--- src/rtl/edn_resp_pkg.sv ---
// Shared types and defaults for the EDN endpoint responder.
package edn_resp_pkg;

  localparam int unsigned DefaultBusWidth     = 32;
  localparam int unsigned DefaultGenBitsWidth = 128;

  // Sparse encoding: every pair of valid states differs in at least 3 bits.
  typedef enum logic [4:0] {
    StDisabled = 5'b01110,
    StEmpty    = 5'b10011,
    StFull     = 5'b11101
  } resp_state_e;

endpackage

--- src/rtl/edn_endpoint_resp.sv ---
// EDN endpoint responder: buffers one genbits word and serves it as bus-width beats,
// little end first, scrubbing the buffer on disable or reset.
module edn_endpoint_resp
  import edn_resp_pkg::*;
#(
  parameter int unsigned BusWidth     = DefaultBusWidth,
  parameter int unsigned GenBitsWidth = DefaultGenBitsWidth,
  parameter int unsigned CntWidth     = 16
) (
  input  logic                    clk_i,
  input  logic                    rst_ni,
  input  logic                    enable_i,
  input  logic                    edn_req_i,
  output logic                    edn_ack_o,
  output logic [BusWidth-1:0]     edn_bus_o,
  output logic                    edn_fips_o,
  input  logic                    genbits_valid_i,
  output logic                    genbits_ready_o,
  input  logic [GenBitsWidth-1:0] genbits_bus_i,
  input  logic                    genbits_fips_i,
  output logic [CntWidth-1:0]     beats_served_o,
  output logic                    idle_o
);

  localparam int unsigned NumBeats = GenBitsWidth / BusWidth;
  localparam int unsigned BeatW    = (NumBeats > 1) ? $clog2(NumBeats) : 1;

  resp_state_e             state_q, state_d;
  logic [GenBitsWidth-1:0] word_q, word_d;
  logic                    fips_q, fips_d;
  logic [BeatW-1:0]        beat_q, beat_d;
  logic [CntWidth-1:0]     cnt_q, cnt_d;
  logic                    ack;

  always_comb begin
    state_d = state_q;
    word_d  = word_q;
    fips_d  = fips_q;
    beat_d  = beat_q;
    cnt_d   = cnt_q;

    ack             = edn_req_i && enable_i && (state_q == StFull);
    genbits_ready_o = enable_i && (state_q == StEmpty);

    if (!enable_i) begin
      state_d = StDisabled;
      word_d  = '0;
      fips_d  = 1'b0;
      beat_d  = '0;
    end else begin
      case (state_q)
        StDisabled: state_d = StEmpty;
        StEmpty: begin
          if (genbits_valid_i) begin
            word_d  = genbits_bus_i;
            fips_d  = genbits_fips_i;
            beat_d  = '0;
            state_d = StFull;
          end
        end
        StFull: begin
          if (ack) begin
            if (beat_q == BeatW'(NumBeats - 1)) begin
              beat_d  = '0;
              word_d  = '0;
              fips_d  = 1'b0;
              state_d = StEmpty;
            end else begin
              beat_d = beat_q + BeatW'(1);
            end
          end
        end
        // Corrupted state register: fall back to a scrubbed, disabled endpoint.
        default: begin
          state_d = StDisabled;
          word_d  = '0;
          fips_d  = 1'b0;
          beat_d  = '0;
        end
      endcase
    end

    if (ack && (cnt_q != '1)) begin
      cnt_d = cnt_q + CntWidth'(1);
    end

    edn_ack_o      = ack;
    edn_bus_o      = ack ? word_q[BusWidth*int'(beat_q) +: BusWidth] : '0;
    edn_fips_o     = ack ? fips_q : 1'b0;
    beats_served_o = cnt_q;
    idle_o         = (state_q != StFull) && !edn_req_i;
  end

  always_ff @(posedge clk_i) begin
    if (!rst_ni) begin
      state_q <= StDisabled;
      word_q  <= '0;
      fips_q  <= 1'b0;
      beat_q  <= '0;
      cnt_q   <= '0;
    end else begin
      state_q <= state_d;
      word_q  <= word_d;
      fips_q  <= fips_d;
      beat_q  <= beat_d;
      cnt_q   <= cnt_d;
    end
  end

endmodule

--- config.mk ---
export PLATFORM = sky130hd
export DESIGN_NAME = edn_endpoint_resp
export DESIGN_NICKNAME = d
export VERILOG_FILES = /design/src/rtl/edn_resp_pkg.sv /design/src/rtl/edn_endpoint_resp.sv
export SDC_FILE = /design/constraint.sdc
export NUM_CORES = 1
export LEC_CHECK = 0
export BUFFER_PORTS_ARGS = -buffer_cell sky130_fd_sc_hd__buf_4
export CORE_AREA = 2 2 134 136
export CTS_BUF_LIST = sky130_fd_sc_hd__clkbuf_16
export DETAILED_ROUTE_END_ITERATION = 16
export DIE_AREA = 0 0 136 138
export PLACE_DENSITY = 0.61
export SLEW_MARGIN = 20
export SYNTH_ARGS = -nofsm -noshare
export SYNTH_HDL_FRONTEND = slang
export SYNTH_SLANG_ARGS = --single-unit
--- constraint.sdc ---
create_clock -name clk_i -period 2.4 [get_ports clk_i]
set_clock_uncertainty 0.2 [all_clocks]
set_input_delay 0.24 -clock clk_i [delete_from_list [all_inputs] [get_ports clk_i]]
set_output_delay 0.24 -clock clk_i [all_outputs]
set_load 0.02 [all_outputs]
== Word level (Yosys, flattened, before mapping) ==
Index checks and enable logic that the tools add are counted.

* Add/sub/neg operators: 2
* Eq/ne operators: 9
* Shifts and indexed selects: 1
* Muxes and demuxes: 18
* Bitwise operators: 1
* Reduce and logical (&&, ||, !) cells: 10

{| class="wikitable"
|+ Operators by type and width
! operator !! number
|-
| 128-bit two-way mux || 3
|-
| 128-bit case mux with 3 select lines || 1
|-
| 128-bit by 8-bit indexed part select with 32-bit output || 1
|-
| 32-bit two-way mux || 1
|-
| 16-bit by 1-bit adder with 16-bit output, second input constant || 1
|-
| 16-bit inequality test, second input constant || 1
|-
| 5-bit two-way mux || 3
|-
| 5-bit case mux with 3 select lines || 1
|-
| 5-bit equality test, second input constant || 2
|-
| 2-bit two-way mux || 3
|-
| 2-bit case mux with 3 select lines || 1
|-
| 3-bit AND reduction || 2
|-
| 5-bit by 4-bit equality test with 1-bit output, second input constant || 1
|-
| 1-bit logical AND || 5
|-
| 5-bit inequality test, second input constant || 1
|-
| 1-bit two-way mux || 4
|-
| 2-bit inequality test, second input constant || 2
|-
| 4-bit AND reduction || 1
|-
| 1-bit case mux with 3 select lines || 1
|-
| 2-bit by 1-bit adder with 2-bit output, second input constant || 1
|-
| 2-bit equality test, second input constant || 1
|-
| 2-bit by 1-bit inequality test with 1-bit output, second input constant || 1
|-
| 2-bit AND reduction || 1
|-
| 1-bit zero test || 1
|-
| 1-bit inverter || 1
|}

* Register bits: 152
* Input port bits: 134

== Depth between registers and ports, before layout ==
Gate-level depths: netlist of run 1.

* Word-level depth: 4
* Gate-level depth with buffers: 8
* Depth with buffers taken out: 6

== Worst setup path after synthesis of run 1 ==
OpenSTA, ideal clock, no wires.

* Path type: flip-flop to output port
* Start: register beat_q[0]
* End: output port edn_bus_o[10]
* Data arrival time: 1.673 ns
* Data required time: 1.960 ns
* Setup slack: 0.287 ns
* Stages on the path, launching flop included: 5
* Buffers on the path: 2
* Cells stage by stage: dfxtp_1 clkbuf_1 buf_2 mux4_2 and3_1

* Word-level cells in the longest chain between the ends: 2

{| class="wikitable"
|+ Ends and longest elaborated chain
! item !! RTL line !! RTL
|-
| from (decl) || edn_endpoint_resp.sv:31 || <nowiki>logic [BeatW-1:0] beat_q, beat_d;</nowiki>
|-
| from (signal assigned) || edn_endpoint_resp.sv:105 || <nowiki>beat_q <= beat_d;</nowiki>
|-
| 128-bit by 8-bit indexed part select with 32-bit output || edn_endpoint_resp.sv:88 || <nowiki>edn_bus_o = ack ? word_q[BusWidth*int'(beat_q) +: BusWidth] : '0;</nowiki>
|-
| 32-bit two-way mux || edn_endpoint_resp.sv:88 ||
|-
| to (decl) || edn_endpoint_resp.sv:15 || <nowiki>output logic [BusWidth-1:0] edn_bus_o,</nowiki>
|}

No other way between the ends.

== Worst setup path after layout of run 1 ==
* Start: register beat_q[0]
* End: output port edn_bus_o[31]

Same word-level chain as after synthesis.

==> reports/results.txt, run 1 <==
area delta synth->final = 54.87%
Lkg Pwr = 3.862 nW
post-detail-place hpwl = 12.78 mm
Max FO, Critical Path = 10
max_cap viols = 0
unrepaired setup endpoints after global routing = false
Distinct cells, synth = 38
initial antenna violation count = 1
first-pass GRT wire length = 33.35 mm
Comb pwr share = 11.8%
CTS tree = yes
outcome = completed
Cell Pwr Density = 571.2 mW/mm^2
Max IR drop VDD = 0.0004410 V
Crit path required time = 1.96 ns
mux share of post-synthesis cell area = 10.96%
switching power = 1.412 mW
final setup fails = 0
total CTS buffers = 17
Cell Rows = 49
residual DRC count = 0
Iter 0 DRT Violations = 403
clock transition at the registers of the reported paths = 0.06 ns
final period utilization = 97.39%
syn nets = 919
most common cell after layout, fill and taps aside = buf_4
Setup Crit Path Kind = flop to primary output
Post-Synth Adder-Cell Area = 0.3754%
Die W = 136 um
FF-to-FF Start = beats_served_o[0]
worst setup path startpoint = beat_q[0]
GP Congestion = 0.7563
Max clock buf depth = 2
Clock Tree Root = clkbuf_16
DR vias = 6757
Final Hold Violating Endpoints = 0
vias per cell = 5.150
fin. max-slew vios = 0
Seq pwr share = 42.5%
Net Sw Frac = 23.95%
Final min period = 2.337 ns
worst min-delay path category = input pin to flop
final wirelength = 20.81 mm
wire per inst = 15.86 um
post-synth design cell area = 0.006665 sq mm
Yosys reg bits = 150
HP Start = edn_req_i
Peak Freq = 0.4278 GHz
setup_tns = 0 ns
GRT Util Overall = 22.21%
initial core utilization = 38.01%
total power = 5.897 mW
worst-margin pin slew = 0.5941 ns
crit start category = flop
main combinational cell family by area after synthesis = simple AND/OR/NAND/NOR gates
Clock Sinks = 150
ANT nets after route = 0
Cells after Synth = 783
Internal = 4.485 mW
I/O Buffers = 185
simple logic cell fraction of the synthesized area = 25.91%
most frequent cells in the layout = buf_4 (200), dfxtp_1 (147), nand2_1 (140), a21oi_1 (138), nand3_1 (135)
# fillers = 1559
vias in the first global route = 6583
register area share after synthesis = 45.05%
Max transition margin = 60.39%
Clk network pwr share = 45.7%
crit path DAT = 1.90 ns
io pins = 186
grt total ovfl = 0
number of detailed-route iterations in the first pass = 6
setup ws final = 0.06269 ns
xor/xnor share of the synthesized area = 1.445%
crit end category = primary output
share of layout cells above drive strength 1 = 26.99%
H-tree levels = 4
Final #Nets = 1205
dpl ws = 0.2289 ns
Compound-Gate Fraction of Synth Area = 11.51%
DIE HEIGHT = 138 um
Placeable Area = 0.01753 sq mm
largest net degree at the start of global routing = 67
Synth warnings = 0
Syn Area/Cell = 8.512 sq um
clk_lat worst skew = 0.43 ns
die area = 0.01877 sq mm
Setup Buffers After CTS = 0
## layer usage
layer / track usage [%] / vias to the layer above / share of wire (%)
li1: - / 3352 / -
met1: 30.80 / 3200 / 46
met2: 34.99 / 190 / 48
met3: 4.877 / 15 / 5.0
met4: 6.031 / 0 / 0.94
met5: 0 / - / 0
## Yosys cell counts (all sizes together)
| library cell | number | area share, % |
|---|---|---|
| a211oi | 1 | 0.11 |
| o211a | 1 | 0.15 |
| xor2 | 1 | 0.13 |
| nand2 | 141 | 7.9 |
| o31ai | 1 | 0.11 |
| and3 | 34 | 3.2 |
| inv | 3 | 0.17 |
| or4 | 2 | 0.23 |
| a31oi | 1 | 0.094 |
| ha | 2 | 0.38 |
| a21oi | 138 | 10 |
| nor2b | 2 | 0.19 |
| clkbuf | 48 | 2.7 |
| buf | 26 | 1.9 |
| nand3 | 135 | 10 |
| and4 | 1 | 0.13 |
| a21o | 1 | 0.11 |
| mux2i | 1 | 0.15 |
| mux4 | 32 | 11 |
| a211o | 1 | 0.13 |
| dfxtp | 150 | 45 |
| o22a | 1 | 0.13 |
| or2 | 4 | 0.38 |
| and2 | 2 | 0.19 |
| nand4 | 6 | 0.56 |
| nand3b | 2 | 0.23 |
| nand2b | 2 | 0.19 |
| xnor2 | 10 | 1.3 |
| or4b | 1 | 0.21 |
| nor2 | 15 | 0.84 |
| o21ai | 4 | 0.30 |
| nor4 | 6 | 0.66 |
| and3b | 1 | 0.13 |
| or3 | 2 | 0.19 |
| nor3 | 4 | 0.30 |
| nor4b | 1 | 0.23 |
## power by group through the flow
stage	Combinational (mW)	Clock, mW	Sequential (mW)
floorplan	0.236	0	2.56
global placement	0.511	0	2.56
detailed placement	0.513	0	2.56
CTS	0.690	2.76	2.50
global route	0.747	2.86	2.51
finish	0.696	2.69	2.51
## metrics by stage
stage,util (%),hold WS (ns),cells,area [sq um]
after CTS,58.46,0.1859,1310,10250
after global placement,47.56,0.2355,1147,8339
after floorplan,-,0.1734,783,6665
final,58.87,0.2034,1312,10320
after detailed placement,47.56,0.2405,1147,8339
after global routing,58.87,0.2432,1312,10320
## logic make-up after synthesis
family / Yosys count
buffers and inverters: 77
AO/OA/AOI/OAI: 149
XOR/XNOR: 11
adder cells (fa/ha/maj): 2
flip-flops: 150
AND/OR/NAND/NOR: 361
multiplexers: 33
## final cells by class
class                      instances  area [sq um]  share of cell area [%]
timing repair buffer             341          3009                   29.15
multi-input combinational        556          3415                   33.08
antenna                            1         2.502                 0.02424
sequential                       150          3009                   29.15
inverter                           3         11.26                  0.1091
clock inverter                    15         163.9                   1.588
tap                              229         286.5                   2.776
clock buffer                      17         425.4                   4.121
## registers in the layout, indices dropped and copies added, names as in the netlist
name            count
word_q            128
beats_served_o     16
fips_q              1
beat_q              2
state_q             3
## worst paths after layout
kind                   endpoint  slack, ns  cells after the start
min reg2reg          word_q[77]       0.25                      2
min           beats_served_o[7]       0.20                      5
max reg2reg  beats_served_o[14]       0.22                      6
max               edn_bus_o[31]       0.06                      4
## what timing repair did
item / CTS / global route
hold buffers: 131 / 0
setup endpoints to repair: 13 / 21
endpoints found under the hold margin: 133 / 0
cloned: 0 / 1
resized for setup: 3 / 10
## worst max-delay path, cell delays in order (launching register included)
cell,delay (ns)
dfxtp_4,0.40
buf_12,0.17
mux4_2,0.52
and3_1,0.23
buf_4,0.16
Note: power is estimated with default switching activity, not from simulation.
==> inputs of run 2 (changes only) <==
CORE_AREA = 2 2 113 115   (was 2 2 134 136)
DIE_AREA = 0 0 115 117   (was 0 0 136 138)
PLACE_DENSITY = 0.82   (was 0.61)
clock period = 3 ns   (was 2.4 ns; I/O delays follow)
==> run 2 against run 1 <==
  * Via count is 7.0% higher
  * Count of clock-buffer cells in the layout stayed put
  * Utilization is 22 points higher
  * Power is 26% lower
  * Sequential power is 20% lower
  * Routed wire length is 7.8% higher
==> reports/results.txt, run 2 (same netlist as run 1, synthesis figures left out) <==
Clock Tree Root = clkbuf_16
GP Congestion = 0.8785
vias per cell = 5.909
unrepaired setup endpoints after global routing = false
area delta synth->final = 49.05%
total CTS buffers = 17
Largest register FFs = 128
io pins = 186
Comb pwr share = 12.7%
Final Hold Violating Endpoints = 0
outcome = completed
Post-Layout Cell Count = 1223
Cell Pwr Density = 437.1 mW/mm^2
Net Sw Frac = 24.30%
most common cell after layout, fill and taps aside = buf_4
Final min period = 2.708 ns
clock transition at the registers of the reported paths = 0.06 ns
crit start category = flop
Clock Sinks = 150
Crit path required time = 2.50 ns
final hold slack = 0.02422 ns
most frequent CP cell = buf_4
worst-margin pin slew = 0.7266 ns
crit path cell chain = and3b_1 -> buf_4 -> and3_1 -> buf_4
Die W = 115 um
GRT Util Overall = 33.19%
family with the most delay on the worst path = simple AND/OR/NAND/NOR gates
setup_tns = 0 ns
Cells after DPL = 1061
Cell Rows = 41
Max FO, Critical Path = 29
crit end category = primary output
final wirelength = 22.43 mm
most frequent cells in the layout = buf_4 (198), dfxtp_1 (148), nand2_1 (140), a21oi_1 (138), nand3_1 (135)
final core occ = 80.69%
Setup Crit Path Kind = flop to primary output
Lkg Pwr = 3.759 nW
share of layout cells above drive strength 1 = 24.81%
initial antenna violation count = 1
worst min-delay path category = input pin to flop
residual DRC count = 0
Max clock buf depth = 2
number of detailed-route iterations in the first pass = 6
Placeable Area = 0.01231 sq mm
DR vias = 7227
CTS tree = yes
wire per inst = 18.34 um
switching power = 1.055 mW
Critical Path Max Stage Delay = 0.50 ns
grt total ovfl = 0
initial core utilization = 54.14%
max_cap viols = 0
DIE HEIGHT = 117 um
Max IR drop VDD = 0.0004907 V
vias in the first global route = 6979
clk_lat worst skew = 0.42 ns
H-tree levels = 4
Max transition margin = 51.56%
die area = 0.01346 sq mm
crit path DAT = 2.21 ns
Gates resized, CTS repair = 0
Internal = 3.287 mW
fin. max-slew vios = 0
first-pass GRT wire length = 34.61 mm
slowest stage cell on the critical path = dfxtp_1
largest net degree at the start of global routing = 74
WP buf/inv = 2
Seq pwr share = 46.2%
Final #Nets = 1196
ANT nets after route = 0
Largest Register = word_q
Clk network pwr share = 41.1%
Peak Freq = 0.3692 GHz
final period utilization = 90.28%
final setup fails = 0
post-detail-place hpwl = 11.93 mm
r2r setup slk = 0.67 ns
I/O Buffers = 185
Iter 0 DRT Violations = 797
==> run 2: cell types whose count changed in the layout (fill, tap and decap cells not counted), moves of 2 or more <==
cell | before | now
clkinv_4 | 3 | 0
bufinv_16 | 3 | 0
and3_1 | 26 | 33
and3_4 | 8 | 1
clkinv_1 | 0 | 8
clkinv_2 | 4 | 2
buf_12 | 8 | 4
buf_4 | 200 | 198
==> run 2: area by class of cell <==
class                   count  area (sq um)
inverters                   3         11.26
clock buffers              17         425.4
repair buffers            332          2868
well taps                 150         187.7
clock inverters            14         55.05
multi-input cells         556          3379
flip-flops and latches    150          3005
fillers                   758          2377
diodes                      1         2.502
==> run 2: power groups by stage <==
stage / clock, mW / sequential, mW / combinational (mW)
2_1_floorplan: 0 / 2.05 / 0.189
3_3_place_gp: 0 / 2.05 / 0.394
3_5_place_dp: 0 / 2.05 / 0.391
6_report: 1.79 / 2.00 / 0.551
4_1_cts: 1.79 / 2.00 / 0.530
5_1_grt: 1.90 / 2.00 / 0.582
==> run 2: final timing paths <==
| check | startpoint | end | cells after the start |
|---|---|---|---|
| worst max-delay path | state_q[3] | edn_bus_o[22] | 4 |
| worst min-delay path | genbits_valid_i | state_q[3] | 3 |
| worst max register to register | state_q[3] | word_q[115] | 6 |
| worst min register to register | word_q[93] | word_q[93] | 2 |
==> run 2: per-stage QoR <==
step                      power (mW)  instance area (sq um)  setup slack (ns)
after floorplan                2.235                   6665            0.8266
after global placement         2.441                   8150            0.8440
after detailed placement       2.439                   8150            0.7698
after CTS                      4.329                   9932            0.3766
after global routing           4.487                   9935            0.2139
final                          4.342                   9935            0.2917
==> run 2: timing repair <==
item                                   in CTS  in global routing
endpoints found under the hold margin     131                  0
setup endpoints to repair                   0                  0
setup buffers                               0                  0
hold buffers                              130                  0
==> run 2: per-layer routing <==
| metal | up-vias | part of all wire (%) | wire [um] | track usage, % |
|---|---|---|---|---|
| li1 | 3323 | - | - | - |
| met1 | 3438 | 38 | 8599 | 39.25 |
| met2 | 394 | 51 | 11500 | 57.06 |
| met3 | 72 | 7.3 | 1626 | 8.805 |
| met4 | 0 | 3.1 | 702 | 14.78 |
| met5 | - | 0 | 0 | 0 |
==> run 2: worst min-delay path, cell delays in order <==
cell    delay [ns]
buf_4         0.10
o22a_1        0.13
or2_2         0.09
